===== src/rtl/dwt_pkg.sv =====
// Shared constants and types for the 2-D DWT block sequencer.
// Defines the block geometry and the input-side FSM state type.
package dwt_pkg;

  localparam int ROWS      = 8;
  localparam int ROW_W     = 64;
  localparam int PIX_W     = 8;
  localparam int BLK_W     = ROWS * ROW_W;
  localparam int ROW_IDX_W = $clog2(ROWS);

  typedef enum logic {
    FILL,
    COMPUTE
  } dwt_seq_state_t;

endpackage


===== src/rtl/dwt_row_buf.sv =====
// 8 x 64-bit register file with indexed row write, full-block load and flat read.
// Row k of the flat view occupies bits [64k+63:64k].
module dwt_row_buf
  import dwt_pkg::*;
(
  input  logic                 clk,
  input  logic                 rst,
  input  logic                 wr_en,
  input  logic [ROW_IDX_W-1:0] wr_idx,
  input  logic [ROW_W-1:0]     wr_row,
  input  logic                 load_en,
  input  logic [BLK_W-1:0]     load_blk,
  output logic [BLK_W-1:0]     rd_blk
);

  logic [ROWS-1:0][ROW_W-1:0] mem;

  // NOTE: this buffer is cleared on reset because its contents are visible on
  // dwt_inp/out_row; a plain storage RAM would normally be left unreset.
  // NOTE: sequential state is always assigned with <= so every register samples
  // pre-edge values regardless of statement order.
  always_ff @(posedge clk) begin
    if (rst) begin
      mem <= '0;
    end else if (load_en) begin
      mem <= load_blk;
    end else if (wr_en) begin
      mem[wr_idx] <= wr_row;
    end
  end

  assign rd_blk = mem;

endmodule


===== src/rtl/dwt_block_sequencer.sv =====
// Assembles 8 pixel rows into a block for the DWT, waits its latency, captures
// the coefficient block and streams it out; fill and drain overlap.
module dwt_block_sequencer
  import dwt_pkg::*;
#(
  parameter int DWT_LATENCY = 1,
  parameter int CNT_W       = 16
) (
  input  logic             clk,
  input  logic             rst,
  input  logic             in_valid,
  output logic             in_ready,
  input  logic [ROW_W-1:0] in_row,
  output logic [BLK_W-1:0] dwt_inp,
  input  logic [BLK_W-1:0] dwt_outp,
  output logic             out_valid,
  input  logic             out_ready,
  output logic [ROW_W-1:0] out_row,
  output logic             out_first,
  output logic             out_last,
  output logic             busy,
  output logic [CNT_W-1:0] block_count
);

  localparam int                        WAIT_W   = 4;
  localparam logic [WAIT_W-1:0]         LAT      = WAIT_W'(DWT_LATENCY);
  localparam logic [ROW_IDX_W-1:0]      LAST_ROW = ROW_IDX_W'(ROWS - 1);

  dwt_seq_state_t       state;
  logic [ROW_IDX_W-1:0] row_cnt;
  logic [ROW_IDX_W-1:0] out_cnt;
  logic [WAIT_W-1:0]    wait_cnt;
  logic                 obuf_full;
  logic [BLK_W-1:0]     ibuf_blk;
  logic [BLK_W-1:0]     obuf_blk;
  logic                 in_fire;
  logic                 out_fire;
  logic                 wait_done;
  logic                 capture;

  assign in_ready  = !rst && (state == FILL);
  assign out_valid = !rst && obuf_full;
  assign in_fire   = in_valid && in_ready;
  assign out_fire  = out_valid && out_ready;
  assign wait_done = (wait_cnt == LAT);
  // Capture only into an empty obuf as seen at the start of the cycle, so the
  // final drain handshake and the next capture never share an edge.
  assign capture   = !rst && (state == COMPUTE) && wait_done && !obuf_full;

  dwt_row_buf u_ibuf (
    .clk      (clk),
    .rst      (rst),
    .wr_en    (in_fire),
    .wr_idx   (row_cnt),
    .wr_row   (in_row),
    .load_en  (1'b0),
    .load_blk ('0),
    .rd_blk   (ibuf_blk)
  );

  dwt_row_buf u_obuf (
    .clk      (clk),
    .rst      (rst),
    .wr_en    (1'b0),
    .wr_idx   ('0),
    .wr_row   ('0),
    .load_en  (capture),
    .load_blk (dwt_outp),
    .rd_blk   (obuf_blk)
  );

  always_ff @(posedge clk) begin
    if (rst) begin
      state    <= FILL;
      row_cnt  <= '0;
      wait_cnt <= '0;
    end else begin
      case (state)
        FILL: begin
          if (in_fire) begin
            row_cnt <= row_cnt + 1'b1;
            if (row_cnt == LAST_ROW) begin
              state    <= COMPUTE;
              wait_cnt <= '0;
            end
          end
        end
        COMPUTE: begin
          if (capture) begin
            state   <= FILL;
            row_cnt <= '0;
          end else if (!wait_done) begin
            wait_cnt <= wait_cnt + 1'b1;
          end
        end
        default: state <= FILL;
      endcase
    end
  end

  always_ff @(posedge clk) begin
    if (rst) begin
      obuf_full   <= 1'b0;
      out_cnt     <= '0;
      block_count <= '0;
    end else if (capture) begin
      obuf_full <= 1'b1;
    end else if (out_fire) begin
      if (out_cnt == LAST_ROW) begin
        obuf_full   <= 1'b0;
        out_cnt     <= '0;
        block_count <= block_count + CNT_W'(1);
      end else begin
        out_cnt <= out_cnt + 1'b1;
      end
    end
  end

  assign dwt_inp   = rst ? '0 : ibuf_blk;
  assign out_row   = out_valid ? obuf_blk[{out_cnt, 6'd0} +: ROW_W] : '0;
  assign out_first = out_valid && (out_cnt == '0);
  assign out_last  = out_valid && (out_cnt == LAST_ROW);
  assign busy      = !rst && ((state == COMPUTE) || (row_cnt != '0) || obuf_full);

endmodule


===== config.mk =====
export PLATFORM = sky130hd
export DESIGN_NAME = dwt_block_sequencer
export DESIGN_NICKNAME = d
export VERILOG_FILES = /design/src/rtl/dwt_pkg.sv /design/src/rtl/dwt_row_buf.sv /design/src/rtl/dwt_block_sequencer.sv
export SDC_FILE = /design/constraint.sdc
export NUM_CORES = 2
export LEC_CHECK = 0
export ABC_CLOCK_PERIOD_IN_PS = 2400
export CORE_AREA = 2 2 455 457
export DETAILED_ROUTE_END_ITERATION = 10
export DIE_AREA = 0 0 457 459
export GPL_ROUTABILITY_DRIVEN = 1
export PLACE_DENSITY_LB_ADDON = 0.2
export SYNTH_ARGS = -nofsm -noshare
export SYNTH_HDL_FRONTEND = slang
export SYNTH_SLANG_ARGS = --single-unit

===== constraint.sdc =====
create_clock -name clk -period 2.4 [get_ports clk]
set_input_delay 0.48 -clock clk [delete_from_list [all_inputs] [get_ports clk]]
set_output_delay 0.48 -clock clk [all_outputs]
set_load 0.05 [all_outputs]

=== Word level (Yosys, flattened, before mapping) ===
Cells that the tools add are included.

* Register bits after elaboration: 1052
* Latch bits: 0
* RAM bits: 0
* Memory bits (read-only): 0
* Input port bits: 580
* Output and inout bits: 597
* Logic and storage cells: 84
* Memories kept: 0

* Add/subtract/negate cells: 4
* Multipliers: 0
* Div/mod/pow operators: 0
* $lt $le $gt $ge: 2
* Equality and inequality tests: 8
* Shift operators: 1
* Multiplexer cells: 21
* Bitwise operators: 2
* Reduce and logical (&&, ||, !) cells: 24

{| class="wikitable"
|+ Operators by type and width
! kind !! count
|-
| $bwmux 512 || 1
|-
| $mux 512 || 1
|-
| $shiftx 512x10->64 || 1
|-
| $demux 64 s3 || 1
|-
| $mux 64 || 2
|-
| $add 16x1->16 const B || 1
|-
| $mux 4 || 4
|-
| $logic_and 1x1->1 || 11
|-
| $mux 3 || 3
|-
| $pmux 4 s2 || 1
|-
| $add 3x1->3 const B || 2
|-
| $eq 3x3->1 const B || 2
|-
| $mux 1 || 6
|-
| $ne 2x2->1 const B || 3
|-
| $pmux 3 s2 || 1
|-
| $reduce_and 2->1 || 3
|-
| $add 4x1->4 const B || 1
|-
| $eq 4x1->1 const B || 1
|-
| $lt 3x4->1 const B || 1
|-
| $ne 2x1->1 const B || 2
|-
| $reduce_and 4->1 || 1
|-
| $reduce_bool 2->1 || 2
|-
| $ge 3x1->1 const B || 1
|-
| $logic_not 3->1 || 1
|-
| 6 further kinds || 9
|}

=== Logic depth before layout (Yosys ltp) ===
* Depth in word-level cells: 6
* Gate-level depth with buffers: 10
* Depth with buffers taken out: 6

=== Modules after synthesis ===
Synthesis repeated with hierarchy kept, for this count alone.

* Cell total of the unflattened synthesis: 5855
* Area total of the unflattened synthesis: 53457.5 sq um

{| class="wikitable"
|+ By module, submodules not included
! module !! instances !! cells an instance !! area an instance (sq um) !! seq. area each (sq um)
|-
| dwt_row_buf || 2 || 2410 || 22333.9 || 10249.8
|-
| dwt_block_sequencer || 1 || 1035 || 8789.7 || 560.5
|}

=== Worst setup path after synthesis ===
Ideal clock, no wire load.

* Kind: register to output
* From: register out_cnt[0]
* To: output out_first
* Arrival time: 2.381 ns
* Required time: 1.920 ns
* Setup slack: -0.461 ns
* Cell stages (with the launch flop): 8
* Buffers on the path: 4
* Cells stage by stage: dfxtp_1 clkbuf_1 buf_2 clkbuf_1 buf_2 inv_1 ha_1 nor3b_1

* Cells in the longest elaborated chain, start to end: 2

{| class="wikitable"
|+ Ends and longest elaborated chain
! what !! RTL line !! RTL
|-
| start, declared || dwt_block_sequencer.sv:31 || <nowiki>logic [ROW_IDX_W-1:0] out_cnt;</nowiki>
|-
| start signal, assigned || dwt_block_sequencer.sv:114 || <nowiki>out_cnt <= out_cnt + 1'b1;</nowiki>
|-
| $logic_not 3->1 || dwt_block_sequencer.sv:121 || <nowiki>assign out_first = out_valid && (out_cnt == '0);</nowiki>
|-
| $logic_and 1x1->1 || dwt_block_sequencer.sv:121 ||
|-
| end, declared || dwt_block_sequencer.sv:19 || <nowiki>output logic out_first,</nowiki>
|}

No other way between the ends.

=== Worst setup path in the final report ===
* From: register out_cnt[0]
* To: output out_row[22]

* Cells in the longest elaborated chain, start to end: 2

{| class="wikitable"
|+ Ends and longest elaborated chain
! what !! RTL line !! RTL
|-
| $shiftx 512x10->64 || dwt_block_sequencer.sv:120 || <nowiki>assign out_row = out_valid ? obuf_blk[{out_cnt, 6'd0} +: ROW_W] : '0;</nowiki>
|-
| $mux 64 || dwt_block_sequencer.sv:120 ||
|-
| end, declared || dwt_block_sequencer.sv:18 || <nowiki>output logic [ROW_W-1:0] out_row,</nowiki>
|}

No other way between the ends.

==> qor.yml <==
synth_top_area_share_pct: 47.6
layout_setup_ws_ns: -0.768
hold_viol: 0
grt_pass1_vias: 41200
crit_family: "buffers and inverters"
die_w_um: 457
filler_cell_count: 21700
rows: 167
p_switching_mw: 9.94
startpoint: "out_cnt[0]"
reg2reg_depth: 9
ys_warn_count: 0
crit_chain: "buf_12 > buf_12 > buf_4 > mux4_2 > mux2i_1 > nor2_2 > buf_4"
cts_tree: "built"
synth-edff-count: 0
cap_violations: 0
r2r_start: "out_cnt[0]"
coreArea_um2: 206000
crit_end: "out_row[22]"
skew_ns: 0.0276
cts_buffers: 132
grt_usage_pct: 20.0
detail-route-antenna-nets: 0
slew_headroom_pct: 52.2
slew_viol_final: 0
grt_max_degree: 101
fin_hold_ws_ns: 0.100
htreeDepth: 4
grt_pass1_wl_um: 305000
insertion_delay_ns: 0.79
viasPerCell: 4.48
hpwlAfterDp_um: 161000
p_total_mw: 40.2
leakage_nw: 23.0
crit_fanout: 15
worst_ep_arrival_time_ns: 2.69
power_density_nw_per_um2: 617
drive_gt1_share_pct: 20.7
tns_ns: -42.47
combPwrFrac_pct: 6.7
antenna_found_initial: 45
vias: 42600
cts-root-buf: "clkbuf_16"
synth-seq-area-share_pct: 47.6
r2r_end: "block_count[14]"
syn_avg_cell_area_um2: 7.97
failed_checks: "negative setup slack"
grt_overflow: 0
p_int_mw: 30.3
p_clk_share_pct: 49.6
swShare_pct: 24.7
path_class: "flip-flop to output pin"
syn_area_um2: 44200
finalNetCount: 7288
worst_pin_slew_ns: 0.715
crit_required_ns: 1.92
start_util_pct: 21.5
synth.distinct_cells: 38
firstDrtPassIters: 5
layout.cells.most_common_list: "nand2_1, dfxtp_1, a21oi_1, buf_4, clkdlybuf4s50_1"
path_clk_slew_ns: 0.06
start_kind: "flip-flop"
grt_setup_unrepaired: "true"
die_h_um: 459
setup_viol_count_final: 66
p_seq_share_pct: 43.7
dr.first_iter.drc_count: 3063
gp_congestion: 0.848
synthArstFlopShare_pct: 0
fin_crit_sh_pct: 132
pin_count: 1177
outcome: "finished, violations left"
drc: 0
rrSetupSlack_ns: 0.08
cp.depth: 7
wl_per_cell_um: 23.5
period_needed_ns: 3.17
hold_class: "input port to flip-flop"
drt-total-wl_um: 224000
vdd_drop_max_v: 0.000625
syn_inst: 5551
die_area_um2: 210000
worstPathBufferInverterCount: 4
cts.sinks: 1052
synth_area_leader_cell: "dfxtp_1"
clock_path_buffers: 3
critPathMaxStageDelay_ns: 0.50
cts-hold-fix-buffers: 0
area_growth_pct: 47.5
ys_ff_latch: 1052
cpMaxStageDelayCell: "mux4_2"
final_common_cell: "nand2_1"
ys_top_cells_by_area: "dfxtp_1, nand2_1, a21oi_1"
port_buffers: 1176
max_freq_mhz: 316
syn-num-nets: 6140
endpoint_kind: "output pin"
synth_flop_cell: "dfxtp_1"
## registers in the layout, summed over array words and instances, names as in the netlist
signal	count
out_cnt	3
block_count	16
u_ibuf.rd_blk	512
obuf_full	1
u_obuf.rd_blk	512
wait_cnt	4
row_cnt	3
state	1
## through the flow
stage | instance area (um2) | cells | setup WS (ns) | util (%)
2_1_floorplan | 44400 | 5551 | -0.0591 | -
3_3_place_gp | 58800 | 9184 | -0.150 | 28.6
3_5_place_dp | 58800 | 9184 | -0.177 | 28.6
4_1_cts | 64000 | 9439 | -0.854 | 31.1
5_1_grt | 65200 | 9512 | -0.858 | 31.7
6_report | 65200 | 9518 | -0.768 | 31.7
## how the worst min path moves through the flow
stage | from | to | slack [ns] | cells after the start
finish | rst | wait_cnt[3] | 0.1 | 2
global placement | u_ibuf.rd_blk[233] | u_ibuf.rd_blk[233] | 0.44 | 2
global route | rst | wait_cnt[3] | 0.07 | 2
CTS | rst | wait_cnt[3] | 0.02 | 2
floorplan | u_ibuf.rd_blk[0] | u_ibuf.rd_blk[0] | 0.43 | 2
detailed placement | u_ibuf.rd_blk[230] | u_ibuf.rd_blk[230] | 0.44 | 2
## kinds of logic (layout without fill, tap and decap cells)
| family | after synthesis | after routing | share of synthesized area (%) |
|---|---|---|---|
| mux | 197 | 197 | 8.09 |
| other cells | 0 | 20 | 0 |
| compound gates | 1045 | 1045 | 11.8 |
| simple gates | 2726 | 2726 | 26.4 |
| flops | 1052 | 1052 | 47.6 |
| buf+inv | 515 | 1758 | 5.62 |
| fa+ha+maj | 9 | 9 | 0.255 |
| xor+xnor | 7 | 7 | 0.139 |
## area by class of cell
class / instances / area [um2] / share of cell area [%]
diodes: 20 / 50.0 / 0.0767
clock buffers: 192 / 3810 / 5.84
clock inverters: 37 / 465 / 0.713
inverters: 7 / 31.3 / 0.0479
multi-input cells: 3984 / 21400 / 32.7
flip-flops and latches: 1052 / 21100 / 32.3
well taps: 2704 / 3380 / 5.19
repair buffers: 1522 / 15100 / 23.1
## cells in the mapped netlist (15+ instances only)
library cell,n
mux4_2,128
buf_2,122
dfxtp_1,1052
nor2_1,81
nand3_1,15
clkbuf_1,278
mux2i_1,66
a21oi_1,1039
nand2_1,2071
nor2b_1,516
buf_4,60
buf_1,25
buf_6,23
## power by group through the flow
stage                     clock, mW  combinational (mW)  sequential [mW]
after floorplan                   0               0.951             18.0
after global placement            0                2.69             18.0
after detailed placement          0                2.69             18.0
after CTS                      20.5                2.73             17.6
after global routing           21.2                2.83             17.6
final                          20.0                2.69             17.6
## metal layers
| metal | GRT usage, % | wire length (um) | up-vias |
|---|---|---|---|
| li1 | - | - | 20300 |
| met1 | 24.2 | 91100 | 20400 |
| met2 | 33.2 | 106000 | 1604 |
| met3 | 6.03 | 18800 | 311 |
| met4 | 7.69 | 7930 | 22 |
| met5 | 0 | 132 | - |
## what timing repair did
| action | CTS | global route |
|---|---|---|
| pin swaps | 5 | 5 |
| cloned | 2 | 27 |
| setup buffers | 24 | 36 |
| endpoints found under the setup margin | 308 | 197 |
| resized for setup | 155 | 87 |
Power figures use the tool's default switching activity.
